### src/rtl/cpu_pkg.sv
// cpu_pkg: opcode constants, ALUOp encodings and the Control bundle shared by the pipeline stages.
// Rev 1.0
`default_nettype none

package cpu_pkg;

  localparam logic [6:0] OPC_RTYPE = 7'b0110011;
  localparam logic [6:0] OPC_ITYPE = 7'b0010011;
  localparam logic [6:0] OPC_LOAD  = 7'b0000011;
  localparam logic [6:0] OPC_STORE = 7'b0100011;
  localparam logic [6:0] OPC_BEQ   = 7'b1100011;

  localparam logic [1:0] ALUOP_ADD   = 2'b00;
  localparam logic [1:0] ALUOP_SUB   = 2'b01;
  localparam logic [1:0] ALUOP_RTYPE = 2'b10;

  typedef struct packed {
    logic       MemWrite;
    logic       MemRead;
    logic       MemToReg;
    logic [1:0] ALUOp;
    logic       ALUSrc;
    logic       RegWrite;
  } ctrl_t;

  localparam ctrl_t CTRL_NOP = '0;

endpackage

`default_nettype wire

### src/rtl/hazard_detection_unit.sv
// hazard_detection_unit: combinational load-use detector producing stall, PC write enable and gated flush.
// Rev 1.0
`default_nettype none

module hazard_detection_unit (
  input  logic       ex_MemRead_i,
  input  logic [4:0] ex_RDaddr_i,
  input  logic [4:0] RS1addr_i,
  input  logic [4:0] RS2addr_i,
  input  logic       flush_i,
  output logic       stall_o,
  output logic       PCWrite_o,
  output logic       flush_eff_o
);

  logic rd_match;

  assign rd_match = (ex_RDaddr_i == RS1addr_i) | (ex_RDaddr_i == RS2addr_i);

  // A load into x0 never produces a usable value, so it cannot create a hazard.
  assign stall_o     = ex_MemRead_i & (ex_RDaddr_i != 5'd0) & rd_match;
  assign PCWrite_o   = ~stall_o;
  assign flush_eff_o = flush_i & ~stall_o;

endmodule

`default_nettype wire

### src/rtl/id_ex_register.sv
// id_ex_register: ID/EX pipeline register with load-use bubble injection and saturating debug counters.
// Rev 1.0
`default_nettype none

module id_ex_register
  import cpu_pkg::*;
#(
  parameter int CNT_W = 32
) (
  input  logic             clk_i,
  input  logic             rst_i,
  input  logic             MemWrite_i,
  input  logic             MemRead_i,
  input  logic             MemToReg_i,
  input  logic             ALUSrc_i,
  input  logic             RegWrite_i,
  input  logic [1:0]       ALUOp_i,
  input  logic             flush_i,
  input  logic [31:0]      RS1data_i,
  input  logic [31:0]      RS2data_i,
  input  logic [31:0]      Imm_i,
  input  logic [9:0]       funct_i,
  input  logic [4:0]       RS1addr_i,
  input  logic [4:0]       RS2addr_i,
  input  logic [4:0]       RDaddr_i,
  output logic             MemWrite_o,
  output logic             MemRead_o,
  output logic             MemToReg_o,
  output logic             ALUSrc_o,
  output logic             RegWrite_o,
  output logic [1:0]       ALUOp_o,
  output logic [31:0]      RS1data_o,
  output logic [31:0]      RS2data_o,
  output logic [31:0]      Imm_o,
  output logic [9:0]       funct_o,
  output logic [4:0]       RS1addr_o,
  output logic [4:0]       RS2addr_o,
  output logic [4:0]       RDaddr_o,
  output logic             stall_o,
  output logic             PCWrite_o,
  output logic             flush_eff_o,
  output logic [CNT_W-1:0] stall_cnt_o,
  output logic [CNT_W-1:0] bubble_cnt_o
);

  ctrl_t ctrl_in, ctrl_d, ctrl_q;
  logic [31:0] RS1data_q, RS2data_q, Imm_q;
  logic [9:0]  funct_q;
  logic [4:0]  RS1addr_q, RS2addr_q, RDaddr_q;
  logic [CNT_W-1:0] stall_cnt_d, stall_cnt_q, bubble_cnt_d, bubble_cnt_q;
  logic hazard;

  hazard_detection_unit u_hdu (
    .ex_MemRead_i (ctrl_q.MemRead),
    .ex_RDaddr_i  (RDaddr_q),
    .RS1addr_i    (RS1addr_i),
    .RS2addr_i    (RS2addr_i),
    .flush_i      (flush_i),
    .stall_o      (hazard),
    .PCWrite_o    (PCWrite_o),
    .flush_eff_o  (flush_eff_o)
  );

  assign ctrl_in = '{MemWrite: MemWrite_i, MemRead: MemRead_i, MemToReg: MemToReg_i,
                     ALUOp: ALUOp_i, ALUSrc: ALUSrc_i, RegWrite: RegWrite_i};

  // Only the control bundle is squashed; datapath fields still follow the inputs.
  always_comb begin
    ctrl_d       = hazard ? CTRL_NOP : ctrl_in;
    stall_cnt_d  = stall_cnt_q;
    bubble_cnt_d = bubble_cnt_q;
    if (hazard && (stall_cnt_q != '1)) begin
      stall_cnt_d = stall_cnt_q + CNT_W'(1);
    end
    if (hazard && (bubble_cnt_q != '1)) begin
      bubble_cnt_d = bubble_cnt_q + CNT_W'(1);
    end
  end

  always_ff @(posedge clk_i) begin
    if (rst_i) begin
      ctrl_q       <= CTRL_NOP;
      RS1data_q    <= '0;
      RS2data_q    <= '0;
      Imm_q        <= '0;
      funct_q      <= '0;
      RS1addr_q    <= '0;
      RS2addr_q    <= '0;
      RDaddr_q     <= '0;
      stall_cnt_q  <= '0;
      bubble_cnt_q <= '0;
    end else begin
      ctrl_q       <= ctrl_d;
      RS1data_q    <= RS1data_i;
      RS2data_q    <= RS2data_i;
      Imm_q        <= Imm_i;
      funct_q      <= funct_i;
      RS1addr_q    <= RS1addr_i;
      RS2addr_q    <= RS2addr_i;
      RDaddr_q     <= RDaddr_i;
      stall_cnt_q  <= stall_cnt_d;
      bubble_cnt_q <= bubble_cnt_d;
    end
  end

  assign MemWrite_o   = ctrl_q.MemWrite;
  assign MemRead_o    = ctrl_q.MemRead;
  assign MemToReg_o   = ctrl_q.MemToReg;
  assign ALUSrc_o     = ctrl_q.ALUSrc;
  assign RegWrite_o   = ctrl_q.RegWrite;
  assign ALUOp_o      = ctrl_q.ALUOp;
  assign RS1data_o    = RS1data_q;
  assign RS2data_o    = RS2data_q;
  assign Imm_o        = Imm_q;
  assign funct_o      = funct_q;
  assign RS1addr_o    = RS1addr_q;
  assign RS2addr_o    = RS2addr_q;
  assign RDaddr_o     = RDaddr_q;
  assign stall_o      = hazard;
  assign stall_cnt_o  = stall_cnt_q;
  assign bubble_cnt_o = bubble_cnt_q;

endmodule

`default_nettype wire

### config.mk
export PLATFORM = sky130hd
export DESIGN_NAME = id_ex_register
export DESIGN_NICKNAME = d
export VERILOG_FILES = /design/src/rtl/cpu_pkg.sv /design/src/rtl/hazard_detection_unit.sv /design/src/rtl/id_ex_register.sv
export SDC_FILE = /design/constraint.sdc
export NUM_CORES = 1
export LEC_CHECK = 0
export ABC_AREA = 1
export BUFFER_PORTS_ARGS = -buffer_cell sky130_fd_sc_hd__buf_4
export CORE_MARGIN = 1.5
export CORE_UTILIZATION = 43
export DETAILED_ROUTE_END_ITERATION = 8
export PLACE_DENSITY = 0.7
export RECOVER_POWER = 100
export SKIP_LAST_GASP = 1
export SLEW_MARGIN = 10
export SYNTH_ARGS = -nofsm -noshare
export SYNTH_HDL_FRONTEND = slang
export SYNTH_SLANG_ARGS = --single-unit
### constraint.sdc
create_clock -name clk_i -period 1.9 [get_ports clk_i]
set_input_delay 0.19 -clock clk_i [delete_from_list [all_inputs] [get_ports clk_i]]
set_output_delay 0.19 -clock clk_i [all_outputs]
set_load 0.1 [all_outputs]
==> flow_summary.html, run 1 <==
<table>
<tr><th>Metric</th><th>Value</th></tr>
<tr><th colspan="2">Setup path</th></tr>
<tr><td>Logic depth of the worst path, buffers included</td><td>9</td></tr>
<tr><td>Critical path start-end classification</td><td>in -&gt; out</td></tr>
<tr><td>Element type at the critical path end</td><td>primary output</td></tr>
<tr><td>Family with the most delay on the worst path</td><td>buffers and inverters</td></tr>
<tr><td>Data required, critical path</td><td>1.71 ns</td></tr>
<tr><td>R2r endpoint</td><td>stall_cnt_o[13]</td></tr>
<tr><td>Worst path bufs/invs</td><td>4</td></tr>
<tr><td>Worst flop-to-flop path startpoint</td><td>stall_cnt_o[0]</td></tr>
<tr><td>Largest stage delay, worst path</td><td>roughly 0.54 ns</td></tr>
<tr><td>Library cell contributing the largest single delay on the critical path</td><td>dlygate4sd3_1</td></tr>
<tr><td>CP Capture Point</td><td>flush_eff_o</td></tr>
<tr><td>Number of cell instances on the worst register-to-register path</td><td>11</td></tr>
<tr><td>Register-to-register setup slack</td><td>0.05 ns</td></tr>
<tr><td>Launch point of the critical path</td><td>RS1addr_i[4]</td></tr>
<tr><td>Crit start category</td><td>input pin</td></tr>
<tr><td>Largest fanout on the critical path</td><td>3</td></tr>
<tr><td>Arrival time reported for the critical path endpoint</td><td>1.70 ns</td></tr>
<tr><td>Critical path, cell by cell</td><td>dlygate4sd3_1 &gt; buf_4 &gt; xnor2_1 &gt; nand3_1 &gt; nand2_4 &gt; nand2_8 &gt; clkinvlp_4 &gt; nor2_4 &gt; buf_12</td></tr>
<tr><th colspan="2">CTS</th></tr>
<tr><td>Clock Latency Late Sink</td><td>0.43 ns</td></tr>
<tr><td>CTS H-tree lvls</td><td>4</td></tr>
<tr><td>Maximum root-to-sink buffer count</td><td>2</td></tr>
<tr><td>Root buffer cell</td><td>clkbuf_16</td></tr>
<tr><td>CTS tree</td><td>done</td></tr>
<tr><td>CTS clk-pin slew, worst paths</td><td>0.07 ns</td></tr>
<tr><td>CTS buffer count</td><td>17</td></tr>
<tr><td>Clock sink count</td><td>about 190</td></tr>
<tr><th colspan="2">Timing</th></tr>
<tr><td>Fin. Hold Viols</td><td>0</td></tr>
<tr><td>Final critical path time including I/O delays and setup</td><td>1.89 ns</td></tr>
<tr><td>Final setup violation count</td><td>0</td></tr>
<tr><td>Max Slew Vio Count</td><td>97</td></tr>
<tr><td>Clock Skew</td><td>roughly 0.017 ns</td></tr>
<tr><td>Transition at the pin with the smallest max-transition slack</td><td>roughly 1.9 ns</td></tr>
<tr><td>Highest achievable clock rate</td><td>529 MHz</td></tr>
<tr><td>RSZ-0062 raised after global routing</td><td>true</td></tr>
<tr><td>Crit share post-route</td><td>99.5%</td></tr>
<tr><td>Worst setup margin</td><td>0.0100 ns</td></tr>
<tr><td>Headroom to the max-slew limit</td><td>-28.6%</td></tr>
<tr><th colspan="2">Die</th></tr>
<tr><td>Site Rows</td><td>50</td></tr>
<tr><td>Starting Density</td><td>43.9%</td></tr>
<tr><td>Area of the die</td><td>0.0200 mm2</td></tr>
<tr><td>Die extent in x</td><td>~140 um</td></tr>
<tr><td>Boundary Pins</td><td>between 300 and 400</td></tr>
<tr><td>Placeable Area</td><td>0.0188 mm2</td></tr>
<tr><td>Y dimension of the die</td><td>141 um</td></tr>
<tr><th colspan="2">Finish</th></tr>
<tr><td>Fraction of final layout cells sized beyond drive strength 1</td><td>28.4%</td></tr>
<tr><td>Non-filler cells in the finished layout</td><td>1929</td></tr>
<tr><td>Growth of design area from synthesis to finish</td><td>53.0%</td></tr>
<tr><td>Diode count</td><td>0</td></tr>
<tr><td>Layout net count</td><td>approximately 1800</td></tr>
<tr><td>Post-route cell area</td><td>0.0126 mm2</td></tr>
<tr><td>Post-layout utilization of the core</td><td>roughly 67%</td></tr>
<tr><th colspan="2">Power and ir drop</th></tr>
<tr><td>Max rail drop VDD</td><td>0.000617 V</td></tr>
<tr><td>Standby leakage power</td><td>0.00653 uW</td></tr>
<tr><td>Ratio of total power to cell area</td><td>821 mW/mm2</td></tr>
<tr><th colspan="2">Placement</th></tr>
<tr><td>Count of input and output buffers</td><td>325</td></tr>
<tr><td>DP Cell Count</td><td>1765</td></tr>
<tr><td>Post-placement worst setup slack</td><td>0.136 ns</td></tr>
<tr><td>RePlAce Congestion</td><td>0.931</td></tr>
<tr><td>Placement Cell Area</td><td>0.0111 mm2</td></tr>
<tr><td>Total half-perimeter wirelength after legalization and detailed placement</td><td>between 15000 and 20000 um</td></tr>
<tr><th colspan="2">Global route</th></tr>
<tr><td>Global-route wire length before repair</td><td>41400 um</td></tr>
<tr><td>Antenna violations before repair</td><td>0</td></tr>
<tr><td>Via count of the first global-routing pass</td><td>8628</td></tr>
<tr><td>Total gr overflow</td><td>0</td></tr>
<tr><td>Total global-route track usage</td><td>25.9%</td></tr>
<tr><td>Pin count of the biggest net entering global routing</td><td>97</td></tr>
<tr><th colspan="2">Outcome</th></tr>
<tr><td>Failing checks</td><td>capacitance limit, slew limit</td></tr>
<tr><td>Status</td><td>finished with violations</td></tr>
<tr><th colspan="2">Yosys</th></tr>
<tr><td>Gate Count Post-Synth</td><td>between 1000 and 1500</td></tr>
<tr><td>Flip-flop cell with the highest count after synthesis</td><td>dfxtp_1</td></tr>
<tr><td>Post-synthesis cell area</td><td>0.00824 mm2</td></tr>
<tr><td>Largest area contributor in the netlist</td><td>dfxtp_1</td></tr>
<tr><td>Synthesis-stage register bit count</td><td>192</td></tr>
<tr><td>Yosys warning count</td><td>0</td></tr>
<tr><td>Largest cells by area after synthesis</td><td>dfxtp_1 (47%), nor2_1 (14%), nand2_1 (13%)</td></tr>
<tr><td>Syn Nets</td><td>1359</td></tr>
<tr><td>Async set-or-reset flop fraction in the synthesized netlist</td><td>0%</td></tr>
<tr><td>Count of unique library cells instantiated by Yosys</td><td>29</td></tr>
<tr><td>Fraction of the yosys area taken by sequential cells</td><td>46.7%</td></tr>
<tr><td>Average size of a mapped cell</td><td>around 6.7 um2</td></tr>
<tr><td>Count of flip-flops with a built-in enable after synthesis</td><td>0</td></tr>
<tr><td>Share of Yosys cell area claimed by the top area cell type</td><td>46.7%</td></tr>
<tr><th colspan="2">Route</th></tr>
<tr><td>Detailed router's first-iteration violation count</td><td>509</td></tr>
<tr><td>Number of iterations in the first detailed-routing pass</td><td>5</td></tr>
<tr><td>Overall routed net length</td><td>25600 um</td></tr>
<tr><td>Antenna-violating nets left</td><td>0</td></tr>
<tr><td>Mean number of vias per cell</td><td>4.51</td></tr>
<tr><td>Vias after detailed routing</td><td>8702</td></tr>
<tr><td>DRC Markers</td><td>0</td></tr>
<tr><td>Routed wirelength normalized by instance count</td><td>13.3 um</td></tr>
<tr><th colspan="2">Min path</th></tr>
<tr><td>Kind of path behind the tightest hold check</td><td>in -&gt; reg</td></tr>
<tr><th colspan="2">Flow run</th></tr>
<tr><td>Maximum capacitance violations</td><td>1</td></tr>
</table>
[per-layer routing]
layer	share of wire, %	track usage (%)
met1	41	29.9
met2	50	46.4
met3	6.6	6.92
met4	2.3	8.90
met5	0	0
[worst min-delay path by stage]
stage                       startpoint  slack [ns]           end  depth (start not counted)
after floorplan            RDaddr_i[0]        0.29   RDaddr_o[0]                          2
after global placement    RS2data_i[8]        0.39  RS2data_o[8]                          3
after detailed placement     Imm_i[10]        0.40     Imm_o[10]                          3
after CTS                  RDaddr_i[4]        0.02   RDaddr_o[4]                          3
after global routing       RDaddr_i[4]        0.03   RDaddr_o[4]                          3
final                      RDaddr_i[4]        0.04   RDaddr_o[4]                          3
[sequential cells by signal, indices dropped and copies added, names as in the netlist]
name,flops
ALUOp_o,2
ALUSrc_o,1
Imm_o,32
MemRead_o,1
MemToReg_o,1
MemWrite_o,1
RDaddr_o,5
RS1addr_o,5
RS1data_o,32
RS2addr_o,5
RS2data_o,32
RegWrite_o,1
bubble_cnt_o,32
funct_o,10
stall_cnt_o,32
[final cells by class]
| class | count | area (um2) |
|---|---|---|
| clock inverters | 14 | 213 |
| multi-input cells | 750 | 3300 |
| repair buffers | 473 | 3470 |
| inverters | 248 | 940 |
| flip-flops and latches | 192 | 3950 |
| fillers | 1620 | 6160 |
| clock buffers | 18 | 439 |
| well taps | 234 | 293 |
[cell usage in the layout (no fill, tap or decap), types with 23 or more instances in the layout]
master | synthesis | routed
buf_4 | 3 | 145
clkbuf_2 | 0 | 192
dfxtp_1 | 192 | 122
dfxtp_2 | 0 | 61
dlygate4sd3_1 | 0 | 127
inv_1 | 246 | 241
nand2_1 | 288 | 285
nand3_1 | 28 | 28
nand4_1 | 28 | 28
nor2_1 | 318 | 313
xor2_1 | 23 | 23
[tightest hold or removal path: stages]
cell and delay, ns:
buf_4 0.08, inv_1 0.06, nor2_1 0.09
[logic make-up after synthesis]
kind of cell,count (synthesis),share of synthesized area (%)
and+or+nand+nor,688,34.1
buffers and inverters,284,13.8
DFF,192,46.7
AOI/OAI and AO/OA,35,2.52
xor gates and xnor gates,25,2.66
adders and majority gates,2,0.304
[through the flow]
stage | power (uW) | TNS, ns | hold WS, ns
floorplan | 5860 | -0.604 | 0.287
global placement | 6420 | 0 | 0.388
detailed placement | 6440 | 0 | 0.395
CTS | 10500 | -0.0555 | 0.0164
global route | 10700 | -1.94 | 0.0330
finish | 10300 | 0 | 0.0371
[report_power, final]
part	internal, uW	total, uW	switching [uW]
clock	2080	3850	1780
sequential	4180	4260	76.7
combinational	579	2230	1650
[Yosys cell counts (3+ instances only)]
master    number
a21oi_1        4
buf_1          4
buf_2          5
buf_4          3
buf_6          7
clkbuf_1      17
dfxtp_1      192
inv_1        246
nand2_1      288
nand2_2        6
nand3_1       28
nand3_2        3
nand3b_1       4
nand4_1       28
nor2_1       318
nor2_4         3
nor3_1         4
o21ai_0       18
o21bai_1      10
xor2_1        23
[what timing repair did]
| action | CTS | global route |
|---|---|---|
| pin swaps | 7 | 10 |
| buffers inserted | 4 | 0 |
| endpoints found under the setup margin | 3 | 12 |
| resized for setup | 9 | 13 |
| cloned | 0 | 1 |
| hold endpoints to repair | 127 | 0 |
| hold buffers | 127 | 0 |
Note: power is estimated with default switching activity, not from simulation.
==> run 2: changes to the inputs <==
--- a/config.mk
+++ b/config.mk
@@ -17,3 +17,4 @@
 export SYNTH_ARGS = -nofsm -noshare
 export SYNTH_HDL_FRONTEND = slang
 export SYNTH_SLANG_ARGS = --single-unit
+export TNS_END_PERCENT = 10
==> constraint.sdc (replaced) <==
create_clock -name clk_i -period 2.3 [get_ports clk_i]
set_input_delay 0.23 -clock clk_i [delete_from_list [all_inputs] [get_ports clk_i]]
set_output_delay 0.23 -clock clk_i [all_outputs]
set_load 0.1 [all_outputs]
==> run 2 against run 1 <==
The flow still finishes with violations (capacitance limit, slew limit); sequential cell count did not move; total power down 20%; worst hold slack lost 0.020 ns; wire length decreased by 1.9%; first-iteration DRC count fell by 17%; global-route usage down 0.56 points; critical path type is now reg -> reg; critical endpoint is now bubble_cnt_o[9].
==> flow_summary.html, run 2 (synthesis results as in run 1) <==
<table>
<tr><th>Metric</th><th>Value</th></tr>
<tr><th colspan="2">Placement</th></tr>
<tr><td>RePlAce Congestion</td><td>0.949 (was 0.931)</td></tr>
<tr><td>DP Cell Count</td><td>1761 (was 1765)</td></tr>
<tr><td>Total half-perimeter wirelength after legalization and detailed placement</td><td>17300 um (was 17500 um)</td></tr>
<tr><td>Count of input and output buffers</td><td>325 (unchanged)</td></tr>
<tr><th colspan="2">Route</th></tr>
<tr><td>Antenna-violating nets left</td><td>0 (unchanged)</td></tr>
<tr><td>Overall routed net length</td><td>25200 um (was 25600 um)</td></tr>
<tr><td>DRC Markers</td><td>0 (unchanged)</td></tr>
<tr><td>Mean number of vias per cell</td><td>4.56 (was 4.51)</td></tr>
<tr><td>Vias after detailed routing</td><td>8654 (was 8702)</td></tr>
<tr><td>Number of iterations in the first detailed-routing pass</td><td>5 (unchanged)</td></tr>
<tr><td>Routed wirelength normalized by instance count</td><td>13.3 um (about the same)</td></tr>
<tr><td>Detailed router's first-iteration violation count</td><td>422 (was 509)</td></tr>
<tr><th colspan="2">Die</th></tr>
<tr><td>Placeable Area</td><td>0.0188 mm2 (unchanged)</td></tr>
<tr><td>Boundary Pins</td><td>326 (unchanged)</td></tr>
<tr><td>Starting Density</td><td>43.9% (unchanged)</td></tr>
<tr><td>Y dimension of the die</td><td>141 um (unchanged)</td></tr>
<tr><td>Die extent in x</td><td>141 um (unchanged)</td></tr>
<tr><td>Area of the die</td><td>0.0200 mm2 (unchanged)</td></tr>
<tr><td>Site Rows</td><td>50 (unchanged)</td></tr>
<tr><th colspan="2">Min path</th></tr>
<tr><td>Cell depth of the worst min-delay path</td><td>3 (unchanged)</td></tr>
<tr><td>Worst Hold Path EP</td><td>Imm_o[25] (was RDaddr_o[4])</td></tr>
<tr><td>Startpoint of the most critical hold path</td><td>Imm_i[25] (was RDaddr_i[4])</td></tr>
<tr><td>Kind of path behind the tightest hold check</td><td>in -&gt; reg (unchanged)</td></tr>
<tr><th colspan="2">Power and ir drop</th></tr>
<tr><td>Standby leakage power</td><td>0.00586 uW (was 0.00653 uW)</td></tr>
<tr><td>Max rail drop VDD</td><td>0.000499 V (was 0.000617 V)</td></tr>
<tr><td>Ratio of total power to cell area</td><td>697 mW/mm2 (was 821 mW/mm2)</td></tr>
<tr><th colspan="2">Global route</th></tr>
<tr><td>Global-route wire length before repair</td><td>40300 um (was 41400 um)</td></tr>
<tr><td>Total gr overflow</td><td>0 (unchanged)</td></tr>
<tr><td>Antenna violations before repair</td><td>0 (unchanged)</td></tr>
<tr><td>Pin count of the biggest net entering global routing</td><td>84 (was 97)</td></tr>
<tr><td>Total global-route track usage</td><td>25.4% (was 25.9%)</td></tr>
<tr><td>Via count of the first global-routing pass</td><td>8221 (was 8628)</td></tr>
<tr><th colspan="2">CTS</th></tr>
<tr><td>CTS H-tree lvls</td><td>4 (unchanged)</td></tr>
<tr><td>CTS buffer count</td><td>17 (unchanged)</td></tr>
<tr><td>Root buffer cell</td><td>clkbuf_16 (unchanged)</td></tr>
<tr><td>Clock Latency Late Sink</td><td>0.43 ns (about the same)</td></tr>
<tr><td>Hold_buf cts</td><td>105 (was 127)</td></tr>
<tr><td>Post-CTS Setup Inserts</td><td>0 (was 4)</td></tr>
<tr><td>Number of cells upsized or downsized after cts</td><td>0 (was 9)</td></tr>
<tr><td>Clock sink count</td><td>192 (unchanged)</td></tr>
<tr><td>CTS tree</td><td>done (unchanged)</td></tr>
<tr><td>Maximum root-to-sink buffer count</td><td>2 (unchanged)</td></tr>
<tr><td>CTS clk-pin slew, worst paths</td><td>0.08 ns (was 0.07 ns)</td></tr>
<tr><th colspan="2">Setup path</th></tr>
<tr><td>Crit start category</td><td>register (was input pin)</td></tr>
<tr><td>R2r endpoint</td><td>bubble_cnt_o[9] (was stall_cnt_o[13])</td></tr>
<tr><td>Arrival time reported for the critical path endpoint</td><td>2.45 ns (was 1.70 ns)</td></tr>
<tr><td>Largest fanout on the critical path</td><td>24 (was 3)</td></tr>
<tr><td>Library cell contributing the largest single delay on the critical path</td><td>dfxtp_1 (was dlygate4sd3_1)</td></tr>
<tr><td>Launch point of the critical path</td><td>bubble_cnt_o[0] (was RS1addr_i[4])</td></tr>
<tr><td>Number of cell instances on the worst register-to-register path</td><td>11 (unchanged)</td></tr>
<tr><td>Largest stage delay, worst path</td><td>0.38 ns (was 0.54 ns)</td></tr>
<tr><td>Data required, critical path</td><td>2.63 ns (was 1.71 ns)</td></tr>
<tr><td>Element type at the critical path end</td><td>register (was primary output)</td></tr>
<tr><td>Worst flop-to-flop path startpoint</td><td>bubble_cnt_o[0] (was stall_cnt_o[0])</td></tr>
<tr><td>Critical path start-end classification</td><td>reg -&gt; reg (was in -&gt; out)</td></tr>
<tr><td>Critical path, cell by cell</td><td>ha_1 &gt; nand3_2 &gt; inv_1 &gt; nand2_2 &gt; nor2_4 &gt; nand2_2 &gt; nand3_2 &gt; clkbuf_2 &gt; nand2_1 &gt; nand2_1 &gt; nor2_1 (was dlygate4sd3_1 &gt; buf_4 &gt; xnor2_1 &gt; nand3_1 &gt; nand2_4 &gt; nand2_8 &gt; clkinvlp_4 &gt; nor2_4 &gt; buf_12)</td></tr>
<tr><td>Register-to-register setup slack</td><td>0.17 ns (was 0.05 ns)</td></tr>
<tr><th colspan="2">Finish</th></tr>
<tr><td>Most common library cell in the layout ignoring fill and taps</td><td>nor2_1 (unchanged)</td></tr>
<tr><td>Layout net count</td><td>1785 (was 1815)</td></tr>
<tr><td>Fraction of final layout cells sized beyond drive strength 1</td><td>15.4% (was 28.4%)</td></tr>
<tr><td>Growth of design area from synthesis to finish</td><td>44.5% (was 53.0%)</td></tr>
<tr><td>Diode count</td><td>0 (unchanged)</td></tr>
<tr><td>Fill cells</td><td>1752 (was 1620)</td></tr>
<tr><td>Commonest non-fill, non-tap cells in the layout</td><td>nor2_1 (317), nand2_1 (287), inv_1 (245) (was nor2_1 (313), nand2_1 (285), inv_1 (241))</td></tr>
<tr><td>Non-filler cells in the finished layout</td><td>1899 (was 1929)</td></tr>
<tr><td>Post-layout utilization of the core</td><td>63.4% (was 67.2%)</td></tr>
<tr><th colspan="2">Timing</th></tr>
<tr><td>Crit share post-route</td><td>between 90% and 100%</td></tr>
<tr><td>Worst hold margin</td><td>0.0174 ns (was 0.0371 ns)</td></tr>
<tr><td>Transition at the pin with the smallest max-transition slack</td><td>1.67 ns (was 1.93 ns)</td></tr>
<tr><td>Final setup violation count</td><td>0 (unchanged)</td></tr>
<tr><td>Highest achievable clock rate</td><td>about 470 MHz</td></tr>
<tr><td>Max Slew Vio Count</td><td>84 (was 97)</td></tr>
<tr><td>Final critical path time including I/O delays and setup</td><td>2.13 ns</td></tr>
<tr><td>Clock Skew</td><td>0.0123 ns (was 0.0165 ns)</td></tr>
<tr><td>Headroom to the max-slew limit</td><td>-11.6% (was -28.6%)</td></tr>
<tr><td>RSZ-0062 raised after global routing</td><td>false (was true)</td></tr>
<tr><td>Fin. Hold Viols</td><td>0 (unchanged)</td></tr>
<tr><th colspan="2">Flow run</th></tr>
<tr><td>Maximum capacitance violations</td><td>1 (unchanged)</td></tr>
<tr><th colspan="2">Outcome</th></tr>
<tr><td>Failing checks</td><td>capacitance limit, slew limit (unchanged)</td></tr>
<tr><td>Status</td><td>finished with violations (unchanged)</td></tr>
</table>
[run 2: changes by cell type in the layout (fill, tap and decap cells not counted), sizes merged]
cell / previous run / this run
clkbuf: 213 / 214
inv: 253 / 254
dlygate4sd3: 127 / 106
buf: 151 / 142
bufinv: 2 / 0
[run 2: how the worst max path moves through the flow]
| stage | end | slack [ns] | depth (start not counted) |
|---|---|---|---|
| after floorplan | flush_eff_o | -0.24 | 8 |
| after global placement | stall_cnt_o[26] | 0.44 | 11 |
| after detailed placement | bubble_cnt_o[9] | 0.37 | 11 |
| after CTS | flush_eff_o | 0.13 | 10 |
| after global routing | bubble_cnt_o[9] | 0.01 | 11 |
| final | bubble_cnt_o[9] | 0.17 | 11 |
[run 2: final cells by class]
type                    count  area, um2  share of cell area, %
repair buffers            443       2940                   24.7
clock buffers              19        464                   3.90
clock inverters            13        154                   1.29
inverters                 248        935                   7.85
multi-input cells         750       3260                   27.4
flip-flops and latches    192       3860                   32.5
well taps                 234        293                   2.46
[run 2: per-stage QoR]
step	instance area [um2]	setup slack [ns]	setup TNS, ns	total power, uW
finish	11900	0.174	0	8300
CTS	12600	0.127	0	8480
detailed placement	10900	0.365	0	5310
global placement	10900	0.436	0	5300
global route	11900	0.0129	0	8610
floorplan	8290	-0.244	-4.69	4840
[run 2: critical path, delay by kind of cell, from the launching register on]
family	cells	cell delay [ns]
simple gates	8	0.99
fa+ha+maj	1	0.23
flops	1	0.38
buf+inv	2	0.42
[run 2: power by group]
part,switching (uW),internal (uW)
Clock,1470,1560
Sequential,61.2,3460
Combinational,1350,406
[run 2: per-layer routing]
layer / up-vias / track usage, % / share of wire, %
met3: 53 / 7.42 / 7.3
met2: 314 / 44.2 / 50
met4: 0 / 9.66 / 2.8
met1: 3857 / 29.4 / 40
met5: - / 0 / 0
li1: 4430 / - / -
